$ cat src/rtl/cpu_pkg.sv
// Shared types and encodings for the multi-cycle CPU sequencer.
// Nineteen sequencer states need a 5-bit state register.
package cpu_pkg;

    localparam int CTRL_STATE_W = 5;

    typedef enum logic [CTRL_STATE_W-1:0] {
        S_RST     = 5'd0,
        S_IF1     = 5'd1,
        S_IF2     = 5'd2,
        S_UPD_PC  = 5'd3,
        S_DECODE  = 5'd4,
        S_GET_A   = 5'd5,
        S_GET_B   = 5'd6,
        S_ALU     = 5'd7,
        S_SH_ALU  = 5'd8,
        S_CMP     = 5'd9,
        S_WR_REG  = 5'd10,
        S_WR_IMM  = 5'd11,
        S_ADDR    = 5'd12,
        S_LD_ADDR = 5'd13,
        S_MEM_RD  = 5'd14,
        S_MEM_WB  = 5'd15,
        S_GET_RD  = 5'd16,
        S_MEM_WR  = 5'd17,
        S_HALT    = 5'd18
    } ctrl_state_t;

    localparam logic [2:0] OP_MOV  = 3'b110;
    localparam logic [2:0] OP_ALU  = 3'b101;
    localparam logic [2:0] OP_LDR  = 3'b011;
    localparam logic [2:0] OP_STR  = 3'b100;
    localparam logic [2:0] OP_HALT = 3'b111;

    localparam logic [1:0] MOV_SHIFT = 2'b00;
    localparam logic [1:0] MOV_IMM   = 2'b10;
    localparam logic [1:0] ALU_ADD   = 2'b00;
    localparam logic [1:0] ALU_CMP   = 2'b01;
    localparam logic [1:0] ALU_AND   = 2'b10;
    localparam logic [1:0] ALU_MVN   = 2'b11;
    localparam logic [1:0] MEMOP     = 2'b00;

    localparam logic [1:0] VSEL_C     = 2'b00;
    localparam logic [1:0] VSEL_PC    = 2'b01;
    localparam logic [1:0] VSEL_IMM   = 2'b10;
    localparam logic [1:0] VSEL_MDATA = 2'b11;

    localparam logic [2:0] NSEL_RM = 3'b001;
    localparam logic [2:0] NSEL_RD = 3'b010;
    localparam logic [2:0] NSEL_RN = 3'b100;

    localparam logic [1:0] MEM_NONE  = 2'b00;
    localparam logic [1:0] MEM_READ  = 2'b01;
    localparam logic [1:0] MEM_WRITE = 2'b10;

endpackage

$ cat src/rtl/cpu_seq_ctrl.sv
// Multi-cycle CPU sequencer: fetch, decode, execute, memory and write-back.
// Outputs are Moore, decoded from the state register only.
//
// state     | meaning
// RST       | PC <- 0
// IF1/IF2   | instruction read, IR captured in IF2
// UPD_PC    | PC <- PC + 1
// DECODE    | branch on opcode/op
// GET_A/B   | load A (Rn) / B (Rm)
// ALU       | C <- A op B
// SH_ALU    | C <- 0 op shifted B
// CMP       | status <- A - B
// WR_REG    | Rd <- C
// WR_IMM    | Rn <- sximm8
// ADDR      | C <- A + sximm5
// LD_ADDR   | data address <- C
// MEM_RD/WB | data read, Rd <- mdata
// GET_RD    | B <- Rd (store data)
// MEM_WR    | memory write
// HALT      | stopped until reset
module cpu_seq_ctrl
    import cpu_pkg::*;
#(
    parameter int STATE_W = CTRL_STATE_W
) (
    input  logic               clk,
    input  logic               reset,
    input  logic [2:0]         opcode,
    input  logic [1:0]         op,
    output logic               reset_pc,
    output logic               load_pc,
    output logic               addr_sel,
    output logic               load_ir,
    output logic               load_addr,
    output logic [1:0]         mem_cmd,
    output logic [1:0]         vsel,
    output logic [2:0]         nsel,
    output logic               write,
    output logic               loada,
    output logic               loadb,
    output logic               loadc,
    output logic               loads,
    output logic               asel,
    output logic               bsel,
    output logic               halted,
    output logic [STATE_W-1:0] state
);

    ctrl_state_t state_q, state_d;

    always_ff @(posedge clk) begin
        if (!reset) state_q <= S_RST;
        else        state_q <= state_d;
    end

    // opcode/op stay stable after IF2, so later states may branch on them too
    always_comb begin
        state_d = state_q;
        case (state_q)
            S_RST:    state_d = S_IF1;
            S_IF1:    state_d = S_IF2;
            S_IF2:    state_d = S_UPD_PC;
            S_UPD_PC: state_d = S_DECODE;
            S_DECODE: begin
                state_d = S_IF1;
                case (opcode)
                    OP_MOV: begin
                        if (op == MOV_IMM)        state_d = S_WR_IMM;
                        else if (op == MOV_SHIFT) state_d = S_GET_B;
                    end
                    OP_ALU:  state_d = (op == ALU_MVN) ? S_GET_B : S_GET_A;
                    OP_LDR:  if (op == MEMOP) state_d = S_GET_A;
                    OP_STR:  if (op == MEMOP) state_d = S_GET_A;
                    OP_HALT: state_d = S_HALT;
                    default: state_d = S_IF1;
                endcase
            end
            S_GET_A:   state_d = (opcode == OP_LDR || opcode == OP_STR) ? S_ADDR : S_GET_B;
            S_GET_B: begin
                if (opcode == OP_ALU && op == ALU_CMP)      state_d = S_CMP;
                else if (opcode == OP_ALU && op != ALU_MVN) state_d = S_ALU;
                else                                        state_d = S_SH_ALU;
            end
            S_ALU:     state_d = S_WR_REG;
            S_SH_ALU:  state_d = (opcode == OP_STR) ? S_MEM_WR : S_WR_REG;
            S_CMP:     state_d = S_IF1;
            S_WR_REG:  state_d = S_IF1;
            S_WR_IMM:  state_d = S_IF1;
            S_ADDR:    state_d = S_LD_ADDR;
            S_LD_ADDR: state_d = (opcode == OP_STR) ? S_GET_RD : S_MEM_RD;
            S_MEM_RD:  state_d = S_MEM_WB;
            S_MEM_WB:  state_d = S_IF1;
            S_GET_RD:  state_d = S_SH_ALU;
            S_MEM_WR:  state_d = S_IF1;
            S_HALT:    state_d = S_HALT;
            default:   state_d = S_RST;
        endcase
    end

    always_comb begin
        reset_pc  = 1'b0;
        load_pc   = 1'b0;
        addr_sel  = 1'b0;
        load_ir   = 1'b0;
        load_addr = 1'b0;
        mem_cmd   = MEM_NONE;
        vsel      = VSEL_C;
        nsel      = 3'b000;
        write     = 1'b0;
        loada     = 1'b0;
        loadb     = 1'b0;
        loadc     = 1'b0;
        loads     = 1'b0;
        asel      = 1'b0;
        bsel      = 1'b0;
        halted    = 1'b0;
        case (state_q)
            S_RST:     begin reset_pc = 1'b1; load_pc = 1'b1; end
            S_IF1:     begin addr_sel = 1'b1; mem_cmd = MEM_READ; end
            S_IF2:     begin addr_sel = 1'b1; mem_cmd = MEM_READ; load_ir = 1'b1; end
            S_UPD_PC:  load_pc = 1'b1;
            S_GET_A:   begin nsel = NSEL_RN; loada = 1'b1; end
            S_GET_B:   begin nsel = NSEL_RM; loadb = 1'b1; end
            S_ALU:     loadc = 1'b1;
            S_SH_ALU:  begin loadc = 1'b1; asel = 1'b1; end
            S_CMP:     loads = 1'b1;
            S_WR_REG:  begin nsel = NSEL_RD; vsel = VSEL_C; write = 1'b1; end
            S_WR_IMM:  begin nsel = NSEL_RN; vsel = VSEL_IMM; write = 1'b1; end
            S_ADDR:    begin loadc = 1'b1; bsel = 1'b1; end
            S_LD_ADDR: load_addr = 1'b1;
            S_MEM_RD:  mem_cmd = MEM_READ;
            S_MEM_WB: begin
                mem_cmd = MEM_READ;
                nsel    = NSEL_RD;
                vsel    = VSEL_MDATA;
                write   = 1'b1;
            end
            S_GET_RD:  begin nsel = NSEL_RD; loadb = 1'b1; end
            S_MEM_WR:  mem_cmd = MEM_WRITE;
            S_HALT:    halted = 1'b1;
            default:   ;
        endcase
    end

    assign state = STATE_W'(state_q);

endmodule

$ cat config.mk
export PLATFORM = sky130hd
export DESIGN_NAME = cpu_seq_ctrl
export DESIGN_NICKNAME = d
export VERILOG_FILES = /design/src/rtl/cpu_pkg.sv /design/src/rtl/cpu_seq_ctrl.sv
export SDC_FILE = /design/constraint.sdc
export NUM_CORES = 1
export LEC_CHECK = 0
export CAP_MARGIN = 20
export CORE_ASPECT_RATIO = 1.4
export CORE_MARGIN = 1
export CORE_UTILIZATION = 45
export CTS_CLUSTER_SIZE = 16
export DETAILED_ROUTE_END_ITERATION = 12
export GPL_ROUTABILITY_DRIVEN = 0
export PLACE_DENSITY = 0.81
export RECOVER_POWER = 100
export SLEW_MARGIN = 20
export SYNTH_ARGS = -nofsm -noshare
export SYNTH_HDL_FRONTEND = slang
export SYNTH_SLANG_ARGS = --single-unit
$ cat constraint.sdc
create_clock -name clk -period 4.3 [get_ports clk]
set_input_delay 0.86 -clock clk [delete_from_list [all_inputs] [get_ports clk]]
set_output_delay 0.86 -clock clk [all_outputs]
set_load 0.005 [all_outputs]
==> results of run 1 <==
-- Yosys cell counts (4+ instances only) --
master and count:
dfxtp_1 5, nor2b_1 4, nor2_1 15, nand2b_1 7, nand2_1 11, nand3_1 4, o21ai_0 4, a21oi_1 6
nor3_1 9, inv_1 4, clkbuf_1 7, a31oi_1 4, buf_2 4
-- cell families after synthesis --
kind of cell | after synthesis | share of synthesized area [%]
compound gates | 32 | 26.5
xor+xnor | 2 | 2.06
fa+ha+maj | 1 | 1.18
buf+inv | 17 | 9.41
flops | 5 | 11.8
simple gates | 72 | 49.1
-- metal layers --
layer  up-vias  GRT usage (%)
li1        517              -
met2        52           45.6
met5         -              0
met3         2           1.26
met4         0           4.02
met1       459           29.4
-- power groups by stage --
stage,Clock [mW],Combinational [mW],Sequential [mW]
after global placement,0,0.200,0.101
after floorplan,0,0.144,0.0660
after CTS,0.0530,0.201,0.0998
after global routing,0.0563,0.204,0.104
final,0.0544,0.187,0.101
after detailed placement,0,0.201,0.100
-- worst paths after layout --
check / start / endpoint / slack [ns] / cells after the start
max: state[4] / mem_cmd[1] / 1.13 / 3
min: state[2] / state[2] / 0.78 / 2
min reg2reg: state[2] / state[2] / 0.78 / 2
max reg2reg: state[2] / state[1] / 2.06 / 4
-- worst max-delay path, cell delays in order, from the launching register on --
cell	delay [ns]
dfxtp_1	0.78
or3b_2	0.52
nor2_1	0.18
dlygate4sd3_1	0.59
-- area by class of cell --
type | count | area [um2]
tap | 20 | 25.0
sequential | 5 | 100
timing repair buffer | 31 | 310
clock buffer | 4 | 26.3
inverter | 4 | 15.0
multi-input combinational | 107 | 663
fill | 172 | 639
-- through the flow --
| stage | power [mW] | area [um2] | instances |
|---|---|---|---|
| after CTS | 0.354 | 1150 | 171 |
| after global placement | 0.300 | 1120 | 167 |
| after detailed placement | 0.301 | 1120 | 167 |
| after floorplan | 0.210 | 851 | 129 |
| final | 0.342 | 1140 | 171 |
| after global routing | 0.364 | 1140 | 171 |
-- layout by cell type (no fill, tap or decap), types with 2 or more instances in the layout --
master	count
a31oi_1	4
dfxtp_1	5
a22oi_1	2
a21oi_1	6
o21ai_0	4
nor3_1	9
nand2b_1	8
clkdlybuf4s50_1	5
or3b_1	2
xor2_1	2
clkbuf_4	3
nand2_1	11
nor2b_1	4
a211o_1	2
inv_1	4
or4_1	2
and3_1	2
nand4bb_1	2
nand4_1	2
nand3_1	4
o31ai_1	2
a2111oi_0	2
nor4_1	2
dlygate4sd3_1	26
nor3b_1	2
or3_1	2
nor2_1	15
==> out/qor.txt, run 1 <==
===========================================================================================
Status                                                                         finished, final reports clean
Clock edge transition at the registers on the reported setup and hold paths         0.05 ns
Total Routed Length                                                                 2.41 mm
Vias in the first global route                                                          847
Worst-margin pin slew                                                              0.826 ns
Wire per inst                                                                       14.1 um
Effective utilization at floorplan                                                    47.8%
Congestion Overflow GR                                                                    0
Number of buffers on the longest clock path                                               2
Max frequency                                                                       316 MHz
Netlist Area Pre-Place                                                              851 um2
CP Launch Type                                                                         flop
Main area contributors after synthesis                                         dfxtp_1 (12%), nor2_1 (6.6%), nor3_1 (5.3%)
Top routing layer in use                                                               met4
Total GRT Usage                                                                       24.3%
Die ar.                                                                            2070 um2
CP required                                                                         3.44 ns
Setup Skew                                                                       0.00251 ns
Synth-to-layout area growth                                                           34.0%
Sum of negative setup slack                                                            0 ns
Tightest hold margin                                                               0.785 ns
CTS Root Cell                                                                      clkbuf_4
Total vias in the final route                                                          1030
Floorplan die height                                                                53.5 um
Seq/Total Area, Yosys                                                                 11.8%
Worst min path class                                                                reg2reg
Initial antenna violation count                                                           0
Fin util                                                                              64.1%
Total of endpoints with negative setup slack in the final report                          0
Worst IR drop on VDD                                                             0.000175 V
Insertion delay of the later-clocked pin in the worst-skew pair                     0.24 ns
# resized after CTS                                                                       0
Drt drc                                                                                   0
Unrepaired setup endpoints after global routing                                       false
Top_reg_cell synth                                                                  dfxtp_1
Internal power contribution                                                        0.192 mW
Post-route antenna net violation count                                                    0
Placeable core region                                                              1780 um2
Detailed placer's ending HPWL                                                       1.76 mm
Time the final worst path needs with I/O delays and setup                           3.17 ns
Number of synthesized flops with an enable pin                                            0
Post-route fraction of the period consumed by the critical path                       73.7%
Unique cell type count in the Yosys netlist                                              45
Met3 Wirelength                                                                      149 um
Post-Syn Instances                                                                      129
Pin count of the biggest net entering global routing                                     28
Clock sink count                                                                          5
Fraction of layout cells with a size suffix above 1                                   4.64%
Global-route wire length before repair                                              3.71 mm
Total I/O pin count                                                                      32
Fraction of post-synthesis cell area in the top cell type by area                     11.8%
Critical Path AT                                                                    2.31 ns
Iteration count of the initial detailed-routing pass                                      4
Largest area contributor in the netlist                                             dfxtp_1
Total number of nets in the final design                                                159
Mean area per synthesized cell                                                     6.60 um2
Flip-flop and latch count after synthesis                                                 5
Max capacitance violation total                                                           0
Routed metal-1 wire length                                                           971 um
Avg Vias per Cell                                                                      6.02
Count of buffers inserted at the top-level ports                                         31
Leakage dissipation                                                                0.474 nW
Final count of pins violating max slew                                                    0
Power per cell area                                                              300 nW/um2
Largest register FFs                                                                      5
Worst-path fanout max                                                                    24
Wire length on met2                                                                 1.27 mm
Worst Setup Slack post-DPL                                                          1.47 ns
Relative slew slack                                                                   44.9%
Share of total power in combinational logic                                           54.6%
Yosys warning count                                                                       0
Total number of H-tree levels                                                             1
FFs w/ async S/R, synth                                                                  0%
Number of rows in the core area                                                          18
Number of design-rule violations left by the first detailed-router iteration             39
Net count of the mapped netlist                                                         136
Number of hold buffers added after cts                                                    0
Relative contribution of the clock network to total power                             15.9%
Switching power total                                                              0.150 mW
Final setup margin                                                                  1.13 ns
Count of antenna diodes in the layout                                                     0
Number of buffers inserted during clock tree synthesis                                    3
Post CTS Setup Buffer Count                                                               0
TritonCTS clock tree                                                                  built
Critical path class                                                                 reg2out
Nature of the critical path endpoint                                            output port
Power share of the sequential group                                                   29.4%
Die Wd                                                                              38.8 um
Final hold viol count                                                                     0
Share of total power consumed by net switching                                        43.8%
===========================================================================================
No activity file was read; power rests on OpenSTA's default activity.
==> run 2, diff against run 1 <==
--- a/config.mk
+++ b/config.mk
@@ -8,11 +8,11 @@
 export CAP_MARGIN = 20
 export CORE_ASPECT_RATIO = 1.4
 export CORE_MARGIN = 1
-export CORE_UTILIZATION = 45
+export CORE_UTILIZATION = 44
 export CTS_CLUSTER_SIZE = 16
 export DETAILED_ROUTE_END_ITERATION = 12
 export GPL_ROUTABILITY_DRIVEN = 0
-export PLACE_DENSITY = 0.81
+export PLACE_DENSITY = 0.8
 export RECOVER_POWER = 100
 export SLEW_MARGIN = 20
 export SYNTH_ARGS = -nofsm -noshare
==> constraint.sdc (replaced) <==
create_clock -name clk -period 3.3 [get_ports clk]
set_input_delay 0.66 -clock clk [delete_from_list [all_inputs] [get_ports clk]]
set_output_delay 0.66 -clock clk [all_outputs]
set_load 0.005 [all_outputs]
==> run 2 against run 1 <==
Against the previous run: count of clock-buffer cells in the layout unchanged; hold slack worse by 0.044 ns; wire length up 9.3%; critical path type unchanged.
==> out/qor.txt, run 2 (synthesis results as in run 1) <==
===========================================================================================
Status                                                                         finished, final reports clean
Critical-path cell list                                                        clkbuf_1 > nor2_1 > a32o_1 > dlygate4sd3_1
Clock edge transition at the registers on the reported setup and hold paths         0.04 ns
Sum of negative setup slack                                                            0 ns
Final design instance area without fill                                            1150 um2
CTS Root Cell                                                                      clkbuf_4
Worst IR drop on VDD                                                             0.000283 V
Relative contribution of the clock network to total power                             15.6%
Max capacitance violation total                                                           0
Count of antenna diodes in the layout                                                     0
Worst Setup Slack post-DPL                                                         0.755 ns
Total GRT Usage                                                                       27.0%
Share of total power in combinational logic                                           58.0%
Critical Path Slowest Stage Cell                                                    dfxtp_1
Placeable core region                                                              1780 um2
Worst stage delay on the critical path                                              0.74 ns
Total number of H-tree levels                                                             1
Most used cells in the layout excluding fill and tap cells                     dlygate4sd3_1 (24), nor2_1 (15), nand2_1 (11)
Area post-placement                                                                1140 um2
Pin count of the biggest net entering global routing                                     23
Total placed cells including tap cells                                                  170
Final count of pins violating max slew                                                    0
Count of filler cells inserted in the layout                                            173
Number of hold buffers added after cts                                                    0
Total I/O pin count                                                                      32
TritonCTS clock tree                                                                  built
Switching power total                                                              0.206 mW
Number of buffers inserted during clock tree synthesis                                    3
Leading cell type in the layout, fill and taps excluded                        dlygate4sd3_1
Setup Skew                                                                      0.000133 ns
Post-layout instance count excluding filler cells                                       174
Floorplan die height                                                                54.0 um
Share of total power consumed by net switching                                        44.5%
Gate family responsible for the most delay along the worst path                buffers and inverters
Die ar.                                                                            2120 um2
CP Launch Type                                                                         flop
Avg Vias per Cell                                                                      6.17
Leakage dissipation                                                                0.476 nW
Insertion delay of the later-clocked pin in the worst-skew pair                     0.25 ns
Drt drc                                                                                   0
Initial antenna violation count                                                           0
Power per cell area                                                              402 nW/um2
Final hold viol count                                                                     0
Global-route wire length before repair                                              4.06 mm
Number of buffers on the longest clock path                                               2
CP required                                                                         2.64 ns
Largest register FFs                                                                      5
Congestion Overflow GR                                                                    0
Post-route antenna net violation count                                                    0
Vias in the first global route                                                          924
Post-route fraction of the period consumed by the critical path                       90.5%
Wire per inst                                                                       15.1 um
Clock sink count                                                                          5
Relative slew slack                                                                   51.6%
Combined buffer and inverter count along the critical path                                2
Final setup margin                                                                 0.314 ns
Detailed placer's ending HPWL                                                       1.92 mm
Time the final worst path needs with I/O delays and setup                           2.99 ns
Critical Path AT                                                                    2.33 ns
Fin util                                                                              64.9%
Total of endpoints with negative setup slack in the final report                          0
Total Routed Length                                                                 2.64 mm
Post CTS Setup Buffer Count                                                               0
# resized after CTS                                                                       0
Iteration count of the initial detailed-routing pass                                      4
Effective utilization at floorplan                                                    47.8%
Die Wd                                                                              39.2 um
Worst-path fanout max                                                                    21
Total number of nets in the final design                                                162
Power share of the sequential group                                                   26.3%
Nature of the critical path endpoint                                            output port
Max frequency                                                                       335 MHz
Internal power contribution                                                        0.258 mW
Synth-to-layout area growth                                                           35.7%
Critical path class                                                                 reg2out
Fraction of layout cells with a size suffix above 1                                   5.19%
Number of design-rule violations left by the first detailed-router iteration             43
Unrepaired setup endpoints after global routing                                       false
Worst min path class                                                                reg2reg
Total vias in the final route                                                          1074
Number of rows in the core area                                                          18
Worst-margin pin slew                                                              0.725 ns
Count of buffers inserted at the top-level ports                                         31
===========================================================================================
==> run 2: path summary, 6_finish.rpt <==
check / slack (ns) / from / cells after the start / endpoint
worst max-delay path: 0.31 / state[1] / 4 / nsel[1]
worst min-delay path: 0.74 / state[4] / 2 / state[4]
worst max register to register: 1.05 / state[2] / 4 / state[1]
worst min register to register: 0.74 / state[4] / 2 / state[4]
==> run 2: layout make-up <==
type	instances	area [um2]	area share [%]
Tap cell	20	25.0	2.17
Timing Repair Buffer	34	325	28.2
Clock buffer	4	26.3	2.28
Sequential cell	5	100	8.67
Inverter	4	15.0	1.30
Multi-Input combinational cell	107	663	57.4
==> run 2: metal layers <==
metal	routed length, um	vias up	track usage, %
li1	-	524	-
met1	1140	489	32.3
met2	1280	53	46.4
met3	143	8	2.89
met4	67	0	13.2
met5	0	-	0
==> run 2: stage by stage <==
| stage | hold slack, ns | power [mW] |
|---|---|---|
| detailed placement | 0.715 | 0.408 |
| finish | 0.740 | 0.464 |
| floorplan | 0.638 | 0.274 |
| global placement | 0.705 | 0.404 |
| CTS | 0.721 | 0.479 |
| global route | 0.767 | 0.496 |
==> run 2: power by group through the flow <==
stage / Clock (mW) / Combinational (mW) / Sequential, mW
finish: 0.0724 / 0.269 / 0.122
global placement: 0 / 0.283 / 0.122
CTS: 0.0711 / 0.286 / 0.122
global route: 0.0768 / 0.292 / 0.127
detailed placement: 0 / 0.286 / 0.122
floorplan: 0 / 0.188 / 0.0861
==> run 2: worst register-to-register path, delay by kind of cell (launching register included) <==
kind | cells | cell delay, ns
flip-flops | 1 | 0.78
AO/OA/AOI/OAI | 1 | 0.19
AND/OR/NAND/NOR | 3 | 1.20
==> run 3, diff against run 2 <==
--- a/config.mk
+++ b/config.mk
@@ -9,6 +9,7 @@
 export CORE_ASPECT_RATIO = 1.4
 export CORE_MARGIN = 1
 export CORE_UTILIZATION = 44
+export CTS_BUF_LIST = sky130_fd_sc_hd__clkbuf_16
 export CTS_CLUSTER_SIZE = 16
 export DETAILED_ROUTE_END_ITERATION = 12
 export GPL_ROUTABILITY_DRIVEN = 0
==> run 3 against run 2 <==
Against the previous run: global-route usage up 2.1 points; first-iteration DRC count up 28%; hold slack worse by 0.0057 ns; sequential share of layout area down 0.38 points; register-to-register slack better by 0.03 ns; critical path depth unchanged; largest cell class unchanged; combinational power up 1%; non-clock buffer count unchanged; largest power group unchanged; die area unchanged.
==> out/qor.txt, run 3 (synthesis results as in run 1) <==
===========================================================================================
Status                                                                         finished, final reports clean
Min-delay src                                                                      state[4]
Placeable core region                                                              1780 um2
Total GRT Usage                                                                       29.1%
Number of buffers on the longest clock path                                               2
Die Wd                                                                              39.2 um
Total vias in the final route                                                          1112
Number of design-rule violations left by the first detailed-router iteration             55
Max capacitance violation total                                                           0
Synth-to-layout area growth                                                           41.9%
Effective utilization at floorplan                                                    47.8%
Sum of negative setup slack                                                            0 ns
Nature of the critical path endpoint                                            output port
Start point of the critical path                                                   state[1]
Relative slew slack                                                                   51.6%
Total power of the final layout                                                    0.594 mW
Clock edge transition at the registers on the reported setup and hold paths         0.03 ns
Vias in the first global route                                                          950
Number of buffers inserted during clock tree synthesis                                    3
Congestion Overflow GR                                                                    0
Clock sink count                                                                          5
# resized after CTS                                                                       0
Floorplan die height                                                                54.0 um
Leakage dissipation                                                                0.503 nW
Time the final worst path needs with I/O delays and setup                           3.04 ns
Worst-path fanout max                                                                    21
Post CTS Setup Buffer Count                                                               0
Final hold viol count                                                                     0
Global-route wire length before repair                                              4.30 mm
CP required                                                                         2.64 ns
Drt drc                                                                                   0
Initial antenna violation count                                                           0
Max frequency                                                                       329 MHz
Power per cell area                                                              492 nW/um2
Worst min path class                                                                reg2reg
Leading cell type in the layout, fill and taps excluded                        dlygate4sd3_1
Largest register FFs                                                                      5
Depth of the worst hold-timing path                                                       2
Post-layout instance count excluding filler cells                                       174
Die ar.                                                                            2120 um2
Number of rows in the core area                                                          18
Critical Path AT                                                                    2.38 ns
Wire per inst                                                                       16.3 um
Post-route antenna net violation count                                                    0
Total number of H-tree levels                                                             1
Total Routed Length                                                                 2.84 mm
TritonCTS clock tree                                                                  built
Count of antenna diodes in the layout                                                     0
Critical path class                                                                 reg2out
Final count of pins violating max slew                                                    0
Total of endpoints with negative setup slack in the final report                          0
Count of buffers inserted at the top-level ports                                         31
Worst IR drop on VDD                                                             0.000354 V
Post-route fraction of the period consumed by the critical path                       92.0%
Avg Vias per Cell                                                                      6.39
Setup Skew                                                                     0.0000693 ns
Logic depth of the worst register-to-register path                                        4
Total placed cells including tap cells                                                  170
Unrepaired setup endpoints after global routing                                       false
Iteration count of the initial detailed-routing pass                                      4
Fraction of layout cells with a size suffix above 1                                   5.19%
Pin count of the biggest net entering global routing                                     23
Total number of nets in the final design                                                162
Detailed placer's ending HPWL                                                       1.92 mm
Worst-margin pin slew                                                              0.725 ns
Most used cells in the layout excluding fill and tap cells                     dlygate4sd3_1 (24), nor2_1 (15), nand2_1 (11)
CTS Root Cell                                                                     clkbuf_16
Total I/O pin count                                                                      32
Insertion delay of the later-clocked pin in the worst-skew pair                     0.23 ns
CP Launch Type                                                                         flop
Number of hold buffers added after cts                                                    0
Critical register-to-register path startpoint                                      state[2]
===========================================================================================
==> run 3: cell type report <==
class / instances / area (um2)
fill: 172 / 572
timing repair buffer: 34 / 325
clock buffer: 3 / 75.1
inverter: 4 / 15.0
sequential: 5 / 100
tap: 20 / 25.0
multi-input combinational: 107 / 663
clock inverter: 1 / 3.75
==> run 3: report_power, final <==
part           internal (mW)  total [mW]  switching (mW)  leakage [nW]
logic                  0.141       0.273           0.132         0.420
registers             0.0707       0.123          0.0526        0.0408
clock network          0.157       0.197          0.0404        0.0423
total                  0.369       0.594           0.225         0.503
==> run 3: per-stage QoR <==
stage	hold slack [ns]	worst slack [ns]	area, um2	util [%]
4_1_cts	0.722	0.524	1220	68.7
3_3_place_gp	0.705	0.745	1140	64.3
6_report	0.735	0.265	1210	67.9
5_1_grt	0.767	0.189	1210	67.9
3_5_place_dp	0.715	0.755	1140	64.3
2_1_floorplan	0.638	1.34	851	-
==> run 3: critical path, cell delays in order (launching register included) <==
cell and delay [ns]:
dfxtp_1 0.76, clkbuf_1 0.34, nor2_1 0.18, a32o_1 0.29
dlygate4sd3_1 0.57
==> run 3: path summary, 6_finish.rpt <==
path                   end  slack [ns]
hold / removal    state[4]        0.73
setup / recovery   nsel[1]        0.26
setup reg to reg  state[1]        1.08
hold reg to reg   state[4]        0.73
==> run 3: routing by layer <==
layer / vias to the layer above / GRT usage (%) / routed length (um)
li1: 527 / - / -
met1: 511 / 34.8 / 1220
met2: 70 / 50.0 / 1420
met3: 4 / 4.96 / 176
met4: 0 / 11.5 / 33
met5: - / 0 / 0
